File: config.mk
export PLATFORM = sky130hd
export DESIGN_NAME = cc_uart_sequencer
export DESIGN_NICKNAME = d
export VERILOG_FILES = /design/src/rtl/cc_pkg.sv /design/src/rtl/cc_timeout_ctr.sv /design/src/rtl/cc_uart_sequencer.sv
export SDC_FILE = /design/constraint.sdc
export NUM_CORES = 1
export LEC_CHECK = 0
export BUFFER_PORTS_ARGS = -buffer_cell sky130_fd_sc_hd__buf_4
export CELL_PAD_IN_SITES_DETAIL_PLACEMENT = 0
export CELL_PAD_IN_SITES_GLOBAL_PLACEMENT = 1
export CORE_MARGIN = 5
export CORE_UTILIZATION = 42
export CTS_CLUSTER_DIAMETER = 30
export DETAILED_ROUTE_END_ITERATION = 10
export PLACE_DENSITY_LB_ADDON = 0.1
export SLEW_MARGIN = 25
export SYNTH_ARGS = -nofsm -noshare
export SYNTH_HDL_FRONTEND = slang
export SYNTH_SLANG_ARGS = --single-unit
File: constraint.sdc
create_clock -name clk -period 2.2 [get_ports clk]
set_input_delay 0.11 -clock clk [delete_from_list [all_inputs] [get_ports clk]]
set_output_delay 0.11 -clock clk [all_outputs]
set_load 0.02 [all_outputs]
File: src/rtl/cc_pkg.sv
// Shared types and byte codes for the CipherCore UART command sequencer.
package cc_pkg;

  typedef enum logic [2:0] {
    StIdle,
    StRxPay,
    StEngGo,
    StEngWait,
    StTxLoad,
    StTxHold,
    StTxDone,
    StTxErr
  } state_e;

  localparam logic [7:0] CMD_ENC = 8'hE0;
  localparam logic [7:0] CMD_DEC = 8'hD0;
  localparam logic [7:0] RSP_ERR = 8'hEE;

endpackage

File: src/rtl/cc_timeout_ctr.sv
// Idle-cycle watchdog: counts enabled, non-cleared cycles and pulses expired on the MAX-th one.
module cc_timeout_ctr #(
  parameter int unsigned MAX = 30000
) (
  input  logic clk,
  input  logic rst_n,
  input  logic clear,
  input  logic enable,
  output logic expired
);

  localparam int unsigned W = $clog2(MAX + 1);

  logic [W-1:0] cnt_q;

  // A clear in the same cycle suppresses expiry, so a late byte still wins.
  assign expired = enable && !clear && (cnt_q == W'(MAX - 1));

  // Count idle cycles; restart on clear, disable or expiry.
  always_ff @(posedge clk or negedge rst_n) begin
    if (!rst_n) begin
      cnt_q <= '0;
    end else if (clear || !enable || expired) begin
      cnt_q <= '0;
    end else begin
      cnt_q <= cnt_q + W'(1);
    end
  end

endmodule

File: src/rtl/cc_uart_sequencer.sv
// Command sequencer: assembles opcode+payload from the UART, runs one engine operation and
// streams the result back out byte by byte, MSB first.
module cc_uart_sequencer
  import cc_pkg::*;
#(
  parameter int unsigned BLOCK_BYTES    = 8,
  parameter int unsigned TIMEOUT_CYCLES = 30000
) (
  input  logic                     clk,
  input  logic                     rst_n,
  input  logic [7:0]               rx_data,
  input  logic                     rx_valid,
  output logic [7:0]               tx_data,
  output logic                     tx_start,
  input  logic                     tx_busy,
  output logic                     eng_start,
  output logic                     eng_mode,
  output logic [BLOCK_BYTES*8-1:0] eng_din,
  input  logic                     eng_done,
  input  logic [BLOCK_BYTES*8-1:0] eng_dout,
  output logic                     busy,
  output logic                     err
);

  localparam int unsigned DW = BLOCK_BYTES * 8;
  localparam int unsigned CW = $clog2(BLOCK_BYTES + 1);

  state_e          state_q, state_d;
  logic [CW-1:0]   cnt_q, cnt_d;
  logic [DW-1:0]   rx_sr_q, rx_sr_d;
  logic [DW-1:0]   tx_sr_q, tx_sr_d;
  logic [7:0]      tx_data_q, tx_data_d;
  logic            mode_q, mode_d;
  logic            tmo_expired;

  cc_timeout_ctr #(
    .MAX(TIMEOUT_CYCLES)
  ) u_timeout (
    .clk    (clk),
    .rst_n  (rst_n),
    .clear  (rx_valid),
    .enable (state_q == StRxPay),
    .expired(tmo_expired)
  );

  // Next-state, datapath updates and strobes.
  always_comb begin
    state_d   = state_q;
    cnt_d     = cnt_q;
    rx_sr_d   = rx_sr_q;
    tx_sr_d   = tx_sr_q;
    tx_data_d = tx_data_q;
    mode_d    = mode_q;
    tx_start  = 1'b0;
    eng_start = 1'b0;
    err       = 1'b0;

    unique case (state_q)
      StIdle: begin
        if (rx_valid) begin
          if (rx_data == CMD_ENC || rx_data == CMD_DEC) begin
            mode_d  = (rx_data == CMD_DEC);
            cnt_d   = '0;
            state_d = StRxPay;
          end else begin
            err       = 1'b1;
            tx_data_d = RSP_ERR;
            // Full count routes the single error byte from TX_HOLD straight to TX_DONE.
            cnt_d     = CW'(BLOCK_BYTES);
            state_d   = StTxErr;
          end
        end
      end
      StRxPay: begin
        if (rx_valid) begin
          rx_sr_d = {rx_sr_q[DW-9:0], rx_data};
          cnt_d   = cnt_q + CW'(1);
          if (cnt_q == CW'(BLOCK_BYTES - 1)) state_d = StEngGo;
        end else if (tmo_expired) begin
          err     = 1'b1;
          rx_sr_d = '0;
          state_d = StIdle;
        end
      end
      StEngGo: begin
        eng_start = 1'b1;
        state_d   = StEngWait;
      end
      StEngWait: begin
        if (eng_done) begin
          tx_sr_d = eng_dout;
          cnt_d   = '0;
          state_d = StTxLoad;
        end
      end
      StTxLoad: begin
        if (!tx_busy) begin
          tx_start  = 1'b1;
          tx_data_d = tx_sr_q[DW-1 -: 8];
          tx_sr_d   = {tx_sr_q[DW-9:0], 8'h00};
          cnt_d     = cnt_q + CW'(1);
          state_d   = StTxHold;
        end
      end
      StTxHold: begin
        state_d = (cnt_q == CW'(BLOCK_BYTES)) ? StTxDone : StTxLoad;
      end
      StTxDone: begin
        if (!tx_busy) state_d = StIdle;
      end
      StTxErr: begin
        if (!tx_busy) begin
          tx_start = 1'b1;
          state_d  = StTxHold;
        end
      end
      default: state_d = StIdle;
    endcase

    // Bytes arriving while a packet is in flight are dropped and flagged.
    if (rx_valid && state_q != StIdle && state_q != StRxPay) err = 1'b1;
  end

  // State and datapath registers.
  always_ff @(posedge clk or negedge rst_n) begin
    if (!rst_n) begin
      state_q   <= StIdle;
      cnt_q     <= '0;
      rx_sr_q   <= '0;
      tx_sr_q   <= '0;
      tx_data_q <= '0;
      mode_q    <= 1'b0;
    end else begin
      state_q   <= state_d;
      cnt_q     <= cnt_d;
      rx_sr_q   <= rx_sr_d;
      tx_sr_q   <= tx_sr_d;
      tx_data_q <= tx_data_d;
      mode_q    <= mode_d;
    end
  end

  // The byte being launched is presented in its tx_start cycle, then held from the register.
  assign tx_data  = tx_start ? tx_data_d : tx_data_q;
  assign eng_mode = mode_q;
  assign eng_din  = rx_sr_q;
  assign busy     = (state_q != StIdle);

endmodule
==> impl_metrics.json <==
{
  "holdCritPathClass": "input port to flop",
  "drt_pre_antenna_iters": 4,
  "gp_congestion": 0.8163,
  "synth.lib_cells_used.distinct": 49,
  "detailroute.via_count": 5437,
  "critical-path-top-cell-by-count": "sky130_fd_sc_hd__buf_6",
  "layout.cell_area.non_filler_mm2": 0.009687,
  "grt_overflow": 0,
  "cellLeakagePower_uw": 0.004843,
  "post_synth_instance_area_mm2": 0.006868,
  "ios": 154,
  "antenna_left": 0,
  "max_slew_margin": 0.5944,
  "postSynthRegisterBits": 159,
  "tritoncts": "done",
  "fp.dieW_um": 137.9,
  "timing.hold.ws_ps": 6.360,
  "path_clk_slew_ps": 60,
  "routed_via_density": 5.154,
  "setup.worst_path.start_class": "flop",
  "num-fill-cells": 1308,
  "min_period_over_period": 0.9850,
  "fmax_ghz": 0.4615,
  "final_core_util": 0.6076,
  "drv_slew": 0,
  "ys_dominant_reg_cell": "sky130_fd_sc_hd__dfrtp_1",
  "synth_top_area_cell": "sky130_fd_sc_hd__dfrtp_1",
  "synth_async_sr_flop_share": 1.000,
  "deepest_clock_path_buffer_count": 2,
  "dpl_cell_area_mm2": 0.008290,
  "grt_first_pass_wirelength_mm": 28.52,
  "die_y_um": 137.9,
  "htree_num_levels": 4,
  "worstSkewPairLatency_ps": 420,
  "grt_setup_unrepaired": "yes",
  "start_util": 0.4308,
  "cpLargestDelayFamily": "simple AND/OR/NAND/NOR gates",
  "die_area_mm2": 0.01901,
  "core-area_mm2": 0.01594,
  "post-route-worst-setup-slack_ps": 32.97,
  "synthTopCellsByArea": "sky130_fd_sc_hd__dfrtp_1 (58%), sky130_fd_sc_hd__mux2i_1 (8.3%), sky130_fd_sc_hd__a22o_1 (8.3%)",
  "grt_max_degree": 107,
  "antenna_found_initial": 0,
  "status": "completed",
  "synthMostInstantiatedCell": "sky130_fd_sc_hd__dfrtp_1",
  "drt_iter0_drc": 334,
  "max_slew.worst_pin.slew_ps": 608.4,
  "cell_with_the_largest_stage_delay_on_the_worst_path": "sky130_fd_sc_hd__or3b_4",
  "grt_use_total": 0.1887,
  "setup-violations-final": 0,
  "place_ws_ps": 299.4,
  "post_synth_most_frequent_cells": "sky130_fd_sc_hd__dfrtp_1 (159), sky130_fd_sc_hd__nand2_1 (87), sky130_fd_sc_hd__a22o_1 (65)",
  "worstSetupPathType": "flop to primary output",
  "synth_seq_area_share": 0.5793,
  "vias_in_the_first_global_route": 5652,
  "route.detailed.drc": 0,
  "syn_nets": 686,
  "worstPathCellList": "or3b_4 -> nor2_4 -> buf_6 -> mux2_2 -> buf_6",
  "wirelength_mm": 17.63,
  "critical_path_arrival_ps": 2060,
  "tritoncts.num_buffers": 17,
  "yosys.area.top_type_share": 0.5793,
  "required_time_reported_for_the_critical_path_endpoint_ps": 2090,
  "maxCapViolCount": 0,
  "wire_per_inst_um": 16.71,
  "antenna-diode-count": 0,
  "fin_worst_skew_ps": 13.14,
  "synth_enable_flop_cells": 0,
  "irDropWorstVdd_uv": 740.1,
  "std_cell_rows": 46,
  "cp-end-kind": "primary output",
  "syn_avg_cell_area_um2": 11.33,
  "critical_path.max_stage_delay_ps": 440,
  "synthesis.instances": 606,
  "final.min_clock_period_ps": 2167,
  "synth-warning-count": 0,
  "worst-path-max-fanout": 5,
  "number_of_buffer_and_inverter_instances_along_the_worst_setup_path": 2,
  "clkSinkCount": 159,
  "final_hold_viol_count": 0,
  "layout-area-overhead-vs-synth_pct": 41.05,
  "nets": 906,
  "cts_root_buf": "sky130_fd_sc_hd__clkbuf_16",
  "fraction_of_layout_instances_using_a_drive_strength_above_1": 0.2741,
  "powerDensity_mw_per_mm2": 1306,
  "detailedPlacementHpwl_mm": 11.60,
  "portBuffers": 153
}
-- placed cells by master, fill, tap and decap left out, types with 6 or more instances in the layout --
master and count:
sky130_fd_sc_hd__clkbuf_16 17, sky130_fd_sc_hd__o21ai_1 22, sky130_fd_sc_hd__nand2b_1 7, sky130_fd_sc_hd__nand2_1 87, sky130_fd_sc_hd__buf_4 162, sky130_fd_sc_hd__mux2i_1 57, sky130_fd_sc_hd__mux2_4 6, sky130_fd_sc_hd__dlygate4sd3_1 63
sky130_fd_sc_hd__nor2_1 26, sky130_fd_sc_hd__nand3_1 9, sky130_fd_sc_hd__o21ai_0 49, sky130_fd_sc_hd__dfrtp_1 157, sky130_fd_sc_hd__buf_6 11, sky130_fd_sc_hd__xnor2_1 7, sky130_fd_sc_hd__a22o_1 65, sky130_fd_sc_hd__xor2_1 9
-- per-layer routing --
layer / up-vias / global-route usage / part of all wire
met4: 0 / 0.05928 / 0.017
met1: 2661 / 0.2467 / 0.44
met5: - / 0 / 0
met2: 144 / 0.3078 / 0.49
met3: 23 / 0.05080 / 0.059
li1: 2609 / - / -
-- timing repair --
item | 4_1_cts | 5_1_grt
buffers inserted | 7 | 1
hold endpoints to repair | 124 | 0
gates resized for setup | 4 | 18
endpoints found under the setup margin | 8 | 8
cloned | 0 | 1
hold buffers | 63 | 0
pin swaps | 0 | 2
-- worst min-delay path, delay by kind of cell --
kind            cells  cell delay, ps
buf+inv             1              80
mux                 1              70
compound gates      1             120
-- cells by family (layout without fill, tap and decap cells) --
family / Yosys count / after routing / share of synthesized area
compound gates: 152 / 152 / 0.1509
buf+inv: 44 / 277 / 0.03297
xor+xnor: 16 / 16 / 0.02041
mux: 65 / 65 / 0.09619
simple gates: 167 / 167 / 0.1148
flops: 159 / 159 / 0.5793
fa+ha+maj: 3 / 3 / 0.005466
-- final timing paths --
kind	start	end	slack, ps	depth (start not counted)
setup / recovery	state_q[0]$_DFFE_PN0P_	tx_data[0]	30	5
hold / removal	eng_dout[56]	tx_sr_q[56]$_DFFE_PN0P_	6	3
setup reg to reg	state_q[0]$_DFFE_PN0P_	tx_sr_q[40]$_DFFE_PN0P_	260	8
hold reg to reg	tx_sr_q[33]$_DFFE_PN0P_	tx_sr_q[33]$_DFFE_PN0P_	480	2
max in group asynchronous	rst_n	tx_sr_q[6]$_DFFE_PN0P_	1120	3
min in group asynchronous	rst_n	cnt_q[0]$_DFFE_PN0P_	240	2
-- through the flow --
step	power (µW)	TNS, ps	std cells
floorplan	7539	0	606
global placement	9174	0	951
detailed placement	9280	0	951
CTS	12640	-1.780	1053
global route	13440	-138.3	1055
finish	12650	0	1055
-- cell type report --
class / instances / area, µm² / share of cell area
Clock buffer: 19 / 452.9 / 0.04676
Clock inverter: 13 / 176.4 / 0.01821
Inverter: 4 / 15.01 / 0.001550
Multi-Input combinational cell: 403 / 2720 / 0.2808
Sequential cell: 159 / 3981 / 0.4110
Tap cell: 216 / 270.3 / 0.02790
Timing Repair Buffer: 241 / 2071 / 0.2138
-- registers in the layout (all words and copies together) (netlist names), named ones only --
register         cells
u_timeout.cnt_q     15
eng_din             64
tx_sr_q             64
eng_mode             1
cnt_q                4
state_q              2
tx_data_q            8
-- power by group --
part           total [µW]  switching, µW  internal (µW)  leakage [µW]
sequential           4690            758           3930       0.00208
combinational        4860           2530           2330       0.00246
clock                3100           1230           1870      0.000305
total               12600           4520           8130       0.00484
Note: power is estimated with default switching activity, not from simulation.
